==> config.mk <==
export PLATFORM = sky130hd
export DESIGN_NAME = disp_share_arb
export DESIGN_NICKNAME = d
export VERILOG_FILES = /design/src/rtl/disp_arb_pkg.sv /design/src/rtl/disp_tick_gen.sv /design/src/rtl/disp_share_arb.sv
export SDC_FILE = /design/constraint.sdc
export NUM_CORES = 1
export LEC_CHECK = 0
export ABC_AREA = 1
export CAP_MARGIN = 20
export CORE_ASPECT_RATIO = 0.8
export CORE_MARGIN = 1.5
export CORE_UTILIZATION = 40
export DETAILED_ROUTE_END_ITERATION = 7
export DONT_BUFFER_PORTS = 1
export MAX_ROUTING_LAYER = met4
export PLACE_DENSITY = 0.62
export SYNTH_ARGS = -nofsm -noshare
export SYNTH_HDL_FRONTEND = slang
export SYNTH_SLANG_ARGS = --single-unit
==> constraint.sdc <==
create_clock -name clk -period 2 [get_ports clk]
set_input_delay 0.4 -clock clk [delete_from_list [all_inputs] [get_ports clk]]
set_output_delay 0.4 -clock clk [all_outputs]
set_load 0.02 [all_outputs]
==> src/rtl/disp_arb_pkg.sv <==
`default_nettype none
// ============================================================================
// Module   : disp_arb_pkg
// Brief    : Shared types, constants and width helper for the display arbiter.
// Revision : 1.0 - initial release
// ============================================================================
package disp_arb_pkg;

    typedef enum logic [1:0] {
        S_IDLE  = 2'd0,
        S_SHOW  = 2'd1,
        S_BLANK = 2'd2
    } arb_state_t;

    localparam logic [13:0] c_SEG_OFF = 14'h3FFF;

    // Ceiling log2, never below 1 so it can size a counter or index directly.
    function automatic int clog2(input int n);
        int w;
        w = 0;
        while ((1 << w) < n) w++;
        return (w < 1) ? 1 : w;
    endfunction

endpackage
`default_nettype wire

==> src/rtl/disp_tick_gen.sv <==
`default_nettype none
// ============================================================================
// Module   : disp_tick_gen
// Brief    : Free-running DIV_N-bit prescaler; tick strobes when it is all-ones.
// Revision : 1.0 - initial release
// ============================================================================
module disp_tick_gen
    import disp_arb_pkg::*;
#(
    parameter int DIV_N = 25
) (
    input  logic clk,
    input  logic rst_n,
    output logic tick
);

    logic [DIV_N-1:0] r_cnt;

    always_ff @(posedge clk) begin
        if (!rst_n) begin
            r_cnt <= '0;
        end else begin
            r_cnt <= r_cnt + DIV_N'(1);
        end
    end

    assign tick = &r_cnt;

endmodule
`default_nettype wire

==> src/rtl/disp_share_arb.sv <==
`default_nettype none
// ============================================================================
// Module   : disp_share_arb
// Brief    : Round-robin time-sharing of one active-low segment display.
// Options  : DISP_ARB_PRIO0_EN - requester 0 always wins and preempts others.
// Revision : 1.0 - initial release
// ============================================================================
module disp_share_arb
    import disp_arb_pkg::*;
#(
    parameter int N_REQ       = 4,
    parameter int SEG_W       = 14,
    parameter int DIV_N       = 25,
    parameter int DWELL_TICKS = 4,
    parameter int BLANK_TICKS = 1
) (
    input  logic                     clk,
    input  logic                     rst_n,
    input  logic [N_REQ-1:0]         req,
    input  logic [N_REQ*SEG_W-1:0]   seg_in,
    output logic [N_REQ-1:0]         grant,
    output logic [N_REQ-1:0]         done,
    output logic [SEG_W-1:0]         disp,
    output logic [clog2(N_REQ)-1:0]  owner_idx,
    output logic                     tick
);

    localparam int IDX_W = clog2(N_REQ);
    localparam int DW_W  = clog2(DWELL_TICKS);
    localparam int BL_W  = clog2(BLANK_TICKS);

    localparam logic [IDX_W-1:0] c_LAST_IDX   = IDX_W'(N_REQ - 1);
    localparam logic [DW_W-1:0]  c_DWELL_LAST = DW_W'(DWELL_TICKS - 1);
    localparam logic [BL_W-1:0]  c_BLANK_LAST = BL_W'(BLANK_TICKS - 1);
    localparam logic [N_REQ-1:0] c_ONE        = N_REQ'(1);
    localparam arb_state_t       c_GAP        = (BLANK_TICKS == 0) ? S_IDLE : S_BLANK;

    arb_state_t         r_state;
    logic [N_REQ-1:0]   r_grant;
    logic [N_REQ-1:0]   r_done;
    logic [SEG_W-1:0]   r_disp;
    logic [IDX_W-1:0]   r_owner_idx;
    logic [DW_W-1:0]    r_dwell;
    logic [BL_W-1:0]    r_blank;

    logic               w_tick;
    logic               w_preempt;
    logic [IDX_W-1:0]   w_pick;
    logic [SEG_W-1:0]   w_seg [N_REQ];

    disp_tick_gen #(
        .DIV_N (DIV_N)
    ) u_tick_gen (
        .clk   (clk),
        .rst_n (rst_n),
        .tick  (w_tick)
    );

    for (genvar g = 0; g < N_REQ; g++) begin : g_unpack
        assign w_seg[g] = seg_in[g*SEG_W +: SEG_W];
    end

    // First requester after the last owner, wrapping; keeps last owner if none.
    function automatic logic [IDX_W-1:0] rr_pick(input logic [N_REQ-1:0] r,
                                                 input logic [IDX_W-1:0] last);
        logic [IDX_W-1:0] pick;
        logic [IDX_W-1:0] cand;
        logic             found;
        pick  = last;
        found = 1'b0;
        for (int k = 1; k <= N_REQ; k++) begin
            cand = IDX_W'((int'(last) + k) % N_REQ);
            if (!found && r[cand]) begin
                pick  = cand;
                found = 1'b1;
            end
        end
`ifdef DISP_ARB_PRIO0_EN
        if (r[0]) pick = '0;
`endif
        return pick;
    endfunction

    assign w_pick = rr_pick(req, r_owner_idx);

`ifdef DISP_ARB_PRIO0_EN
    assign w_preempt = w_tick && req[0] && (r_owner_idx != '0);
`else
    assign w_preempt = 1'b0;
`endif

    always_ff @(posedge clk) begin
        if (!rst_n) begin
            r_state     <= S_IDLE;
            r_grant     <= '0;
            r_done      <= '0;
            r_disp      <= '1;
            r_owner_idx <= c_LAST_IDX;
            r_dwell     <= '0;
            r_blank     <= '0;
        end else begin
            r_done <= '0;
            case (r_state)
                S_IDLE: begin
                    r_disp  <= '1;
                    r_grant <= '0;
                    if (|req) begin
                        r_grant     <= c_ONE << w_pick;
                        r_owner_idx <= w_pick;
                        r_dwell     <= '0;
                        r_state     <= S_SHOW;
                    end
                end
                S_SHOW: begin
                    // Release and preemption outrank a coincident dwell completion.
                    if (!req[r_owner_idx] || w_preempt) begin
                        r_grant <= '0;
                        r_disp  <= '1;
                        r_blank <= '0;
                        r_state <= c_GAP;
                    end else if (w_tick && (r_dwell == c_DWELL_LAST)) begin
                        r_done  <= r_grant;
                        r_grant <= '0;
                        r_disp  <= '1;
                        r_blank <= '0;
                        r_state <= c_GAP;
                    end else begin
                        r_disp <= ~w_seg[r_owner_idx];
                        if (w_tick) r_dwell <= r_dwell + DW_W'(1);
                    end
                end
                S_BLANK: begin
                    r_disp  <= '1;
                    r_grant <= '0;
                    if (w_tick) begin
                        if (r_blank == c_BLANK_LAST) begin
                            r_blank <= '0;
                            r_state <= S_IDLE;
                        end else begin
                            r_blank <= r_blank + BL_W'(1);
                        end
                    end
                end
                default: r_state <= S_IDLE;
            endcase
        end
    end

    assign grant     = r_grant;
    assign done      = r_done;
    assign disp      = r_disp;
    assign owner_idx = r_owner_idx;
    assign tick      = w_tick;

endmodule
`default_nettype wire

==> metrics <==
switching power=between 1.5 and 2 mW; die height=80.85 um; NumNets Final=503; Synth area leaders=dfxtp_1 (35%), nand2_1 (14%), nand3_1 (6.6%), a21oi_1 (5.3%), inv_1 (4.7%); yosys warns=0; worst reg-to-reg path cell count=7; Sw Ratio=0.4520; drc violations=0; r2r endpoint=disp[0]$_SDFFE_PN1P_; Worst path depth=7; slew of the pin with the lowest slew margin=0.5494 ns; RSZ-0062 raised after global routing=false; Critical Path Start=u_tick_gen.r_cnt[0]$_SDFF_PN0_; CTS Hold Bufs=0; initial core utilization=0.4119; register area share after synthesis=0.3501; Buf/Inv on CP=0; hold endpoint=owner_idx[1]$_SDFFE_PN1P_; vias in the first global route=2561; wire per inst=12.65 um; average size of a mapped cell=6.919 um2; Via density=~5.2; ant diodes=0; Post-DRT Antenna Nets=0; PD cells=1263 nW/um2; CP max-delay cell=dfxtp_2; dpl hpwl=5.050 mm; die footprint=8110 um2; kind of critical path=register to output pin; outcome=complete, no violations; Mapped Cells=438; P_int=roughly 2.2 mW; crit-path cells=ha_2 > nand2_2 > nor2_4 > nand2_4 > nor2_8 > nand2_4 > nor2_8; clk_lat worst skew=about 0.3 ns; count leader, synth=nand2_1; Post-synth EDFFs=0; FF+latch area=1065 um2; class of the worst hold path=primary input to register; clock-pin slew on the worst setup and hold paths=0.10 ns; crit-path max FO=5; Comb pwr share=0.448; CORE AREA=7357 um2; cts bufs inserted=5; PortBufs=0; Max Slew Vio Count=0; first-pass GRT wire length=11.38 mm; final-report hold violation count=0; clock share of power=0.175; Top delay family on crit path=simple AND/OR/NAND/NOR gates; area leader, netlist=dfxtp_1; initial antenna violation count=0; FILL cells=757; CP startpoint kind=register; largest net degree at the start of global routing=30; Final Wtd Congestion=0.7999; async set-reset flop share out of synthesis=0; layout cells sized above 1=0.1129; grt ovf=0; critical path's largest stage delay=0.35 ns; Ports=87; overall fraction of global-route tracks in use=0.1774; site row count=28; r2r startpoint=r_state[0]$_SDFFE_PN0P_; leak pwr=around 1.3 nW; final clock skew=~0.0075 ns; setup tns final=0 ns; most frequent cells after synthesis=nand2_1 (116), dfxtp_1 (53), nand3_1 (40), inv_1 (38), nor2_1 (35); Clock H-tree levels=2; synthesized flop and latch total=53; Required @ worst endpoint=1.60 ns; Die W=100.3 um; R2R Setup Slk=0.26 ns; CTS Buffer Depth=2; routed wire length=~6.6 mm; mapped cell area=slightly above 3000 um2; hold path start=rst_n; clock sinks=53; sequential power share=0.377; fin crit period=1.881 ns; Max-cap violations=0; Final setup viols=0; Synth Net Count=507; top_reg_cell synth=dfxtp_1; clock root cell=clkbuf_8; crit path DAT=roughly 1.5 ns; Final Util=0.4381; CTS tree=done; DR vias=2747; Critical Path Sink Type=output pin; crit share post-route=0.9407; Area growth syn-to-layout=6.358%; relative slew slack=0.6338; DRT Pass-1 Iters=4; Achievable Freq=about 530 MHz; Synth cell types=35; Max VDD drop=0.0004187 V; DR iter-0 viols=161; post-synth top area share=0.3501; area of the multi-input gates=between 1500 and 2000 um2; Hold Path Cell Cnt=1
-- state kept, by name, indices dropped and copies added (netlist names) --
signal,count
disp,14
u_tick_gen.r_cnt,25
r_state,2
grant,4
r_dwell,2
done,4
owner_idx,2
-- how the worst max path moves through the flow --
stage | endpoint | slack [ns]
3_3_place_gp | r_dwell[0]$_SDFFE_PN0P_ | 0.21
2_1_floorplan | r_dwell[0]$_SDFFE_PN0P_ | 0.29
4_1_cts | tick | 0.02
3_5_place_dp | r_dwell[0]$_SDFFE_PN0P_ | 0.15
6_report | tick | 0.12
5_1_grt | tick | 0.008
-- cell families (layout without fill, tap and decap cells) --
| family | after synthesis | after routing | synth area share |
|---|---|---|---|
| and+or+nand+nor | 235 | 235 | 0.3737 |
| AOI/OAI and AO/OA | 81 | 81 | 0.1573 |
| buffers and inverters | 59 | 55 | 0.07886 |
| DFF | 53 | 53 | 0.3501 |
| adders and majority gates | 7 | 7 | 0.02890 |
| xor gates and xnor gates | 3 | 3 | 0.01115 |
-- worst register-to-register path, stage by stage (launching register included) --
cell	delay [ns]
dfxtp_1	0.42
inv_1	0.09
ha_1	0.23
or2_2	0.44
a31oi_1	0.25
nand2_1	0.09
nand2_1	0.08
nand2_1	0.05
-- placed cells by master (no fill, tap or decap), types with 4 or more instances in the layout --
cell type | synthesis | routed
a21oi_1 | 32 | 32
a22oi_1 | 15 | 15
a31oi_1 | 15 | 15
buf_4 | 2 | 7
clkbuf_8 | 0 | 5
dfxtp_1 | 53 | 50
ha_1 | 7 | 6
inv_1 | 38 | 38
nand2_1 | 116 | 115
nand2_2 | 5 | 6
nand3_1 | 40 | 40
nand3_2 | 4 | 4
nor2_1 | 35 | 35
nor2_4 | 6 | 6
nor3_1 | 11 | 11
o21a_1 | 4 | 4
o21ai_0 | 10 | 10
-- layer usage --
layer / vias to the layer above / GRT usage / wire length [um]
met3: 11 / 0.05077 / 441
li1: 1438 / - / -
met4: 0 / 0.03803 / 80
met5: - / - / 0
met1: 1226 / 0.2299 / 3259
met2: 72 / 0.2769 / 2849
-- what timing repair did --
item	4_1_cts	5_1_grt
setup buffers	1	0
gates resized for setup	2	3
pin swaps	2	3
endpoints found under the setup margin	1	3
-- power groups by stage --
stage | clock (mW) | combinational (mW) | sequential, mW
floorplan | 0 | 1.54 | 1.52
global placement | 0 | 1.78 | 1.56
detailed placement | 0 | 1.82 | 1.56
CTS | 0.736 | 1.82 | 1.53
global route | 0.776 | 2.10 | 1.56
finish | 0.711 | 1.82 | 1.53
-- metrics by stage --
step	hold WS, ns	instance area, um2	cells	total power, mW	worst slack, ns
6_report	0.1937	3223	524	4.070	0.1186
5_1_grt	0.1810	3223	524	4.434	0.007618
4_1_cts	0.1891	3218	524	4.095	0.01873
3_5_place_dp	0.4467	3103	516	3.376	0.1489
3_3_place_gp	0.4301	3103	516	3.337	0.2109
2_1_floorplan	0.4176	3030	438	3.056	0.2933
-- layout make-up --
cell class	instances	share of cell area
clock buffer	5	0.02135
sequential	53	0.3304
tap	90	0.03494
timing repair buffer	7	0.01630
clock inverter	2	0.01087
inverter	41	0.04775
multi-input combinational	326	0.5384
Note: power is estimated with default switching activity, not from simulation.
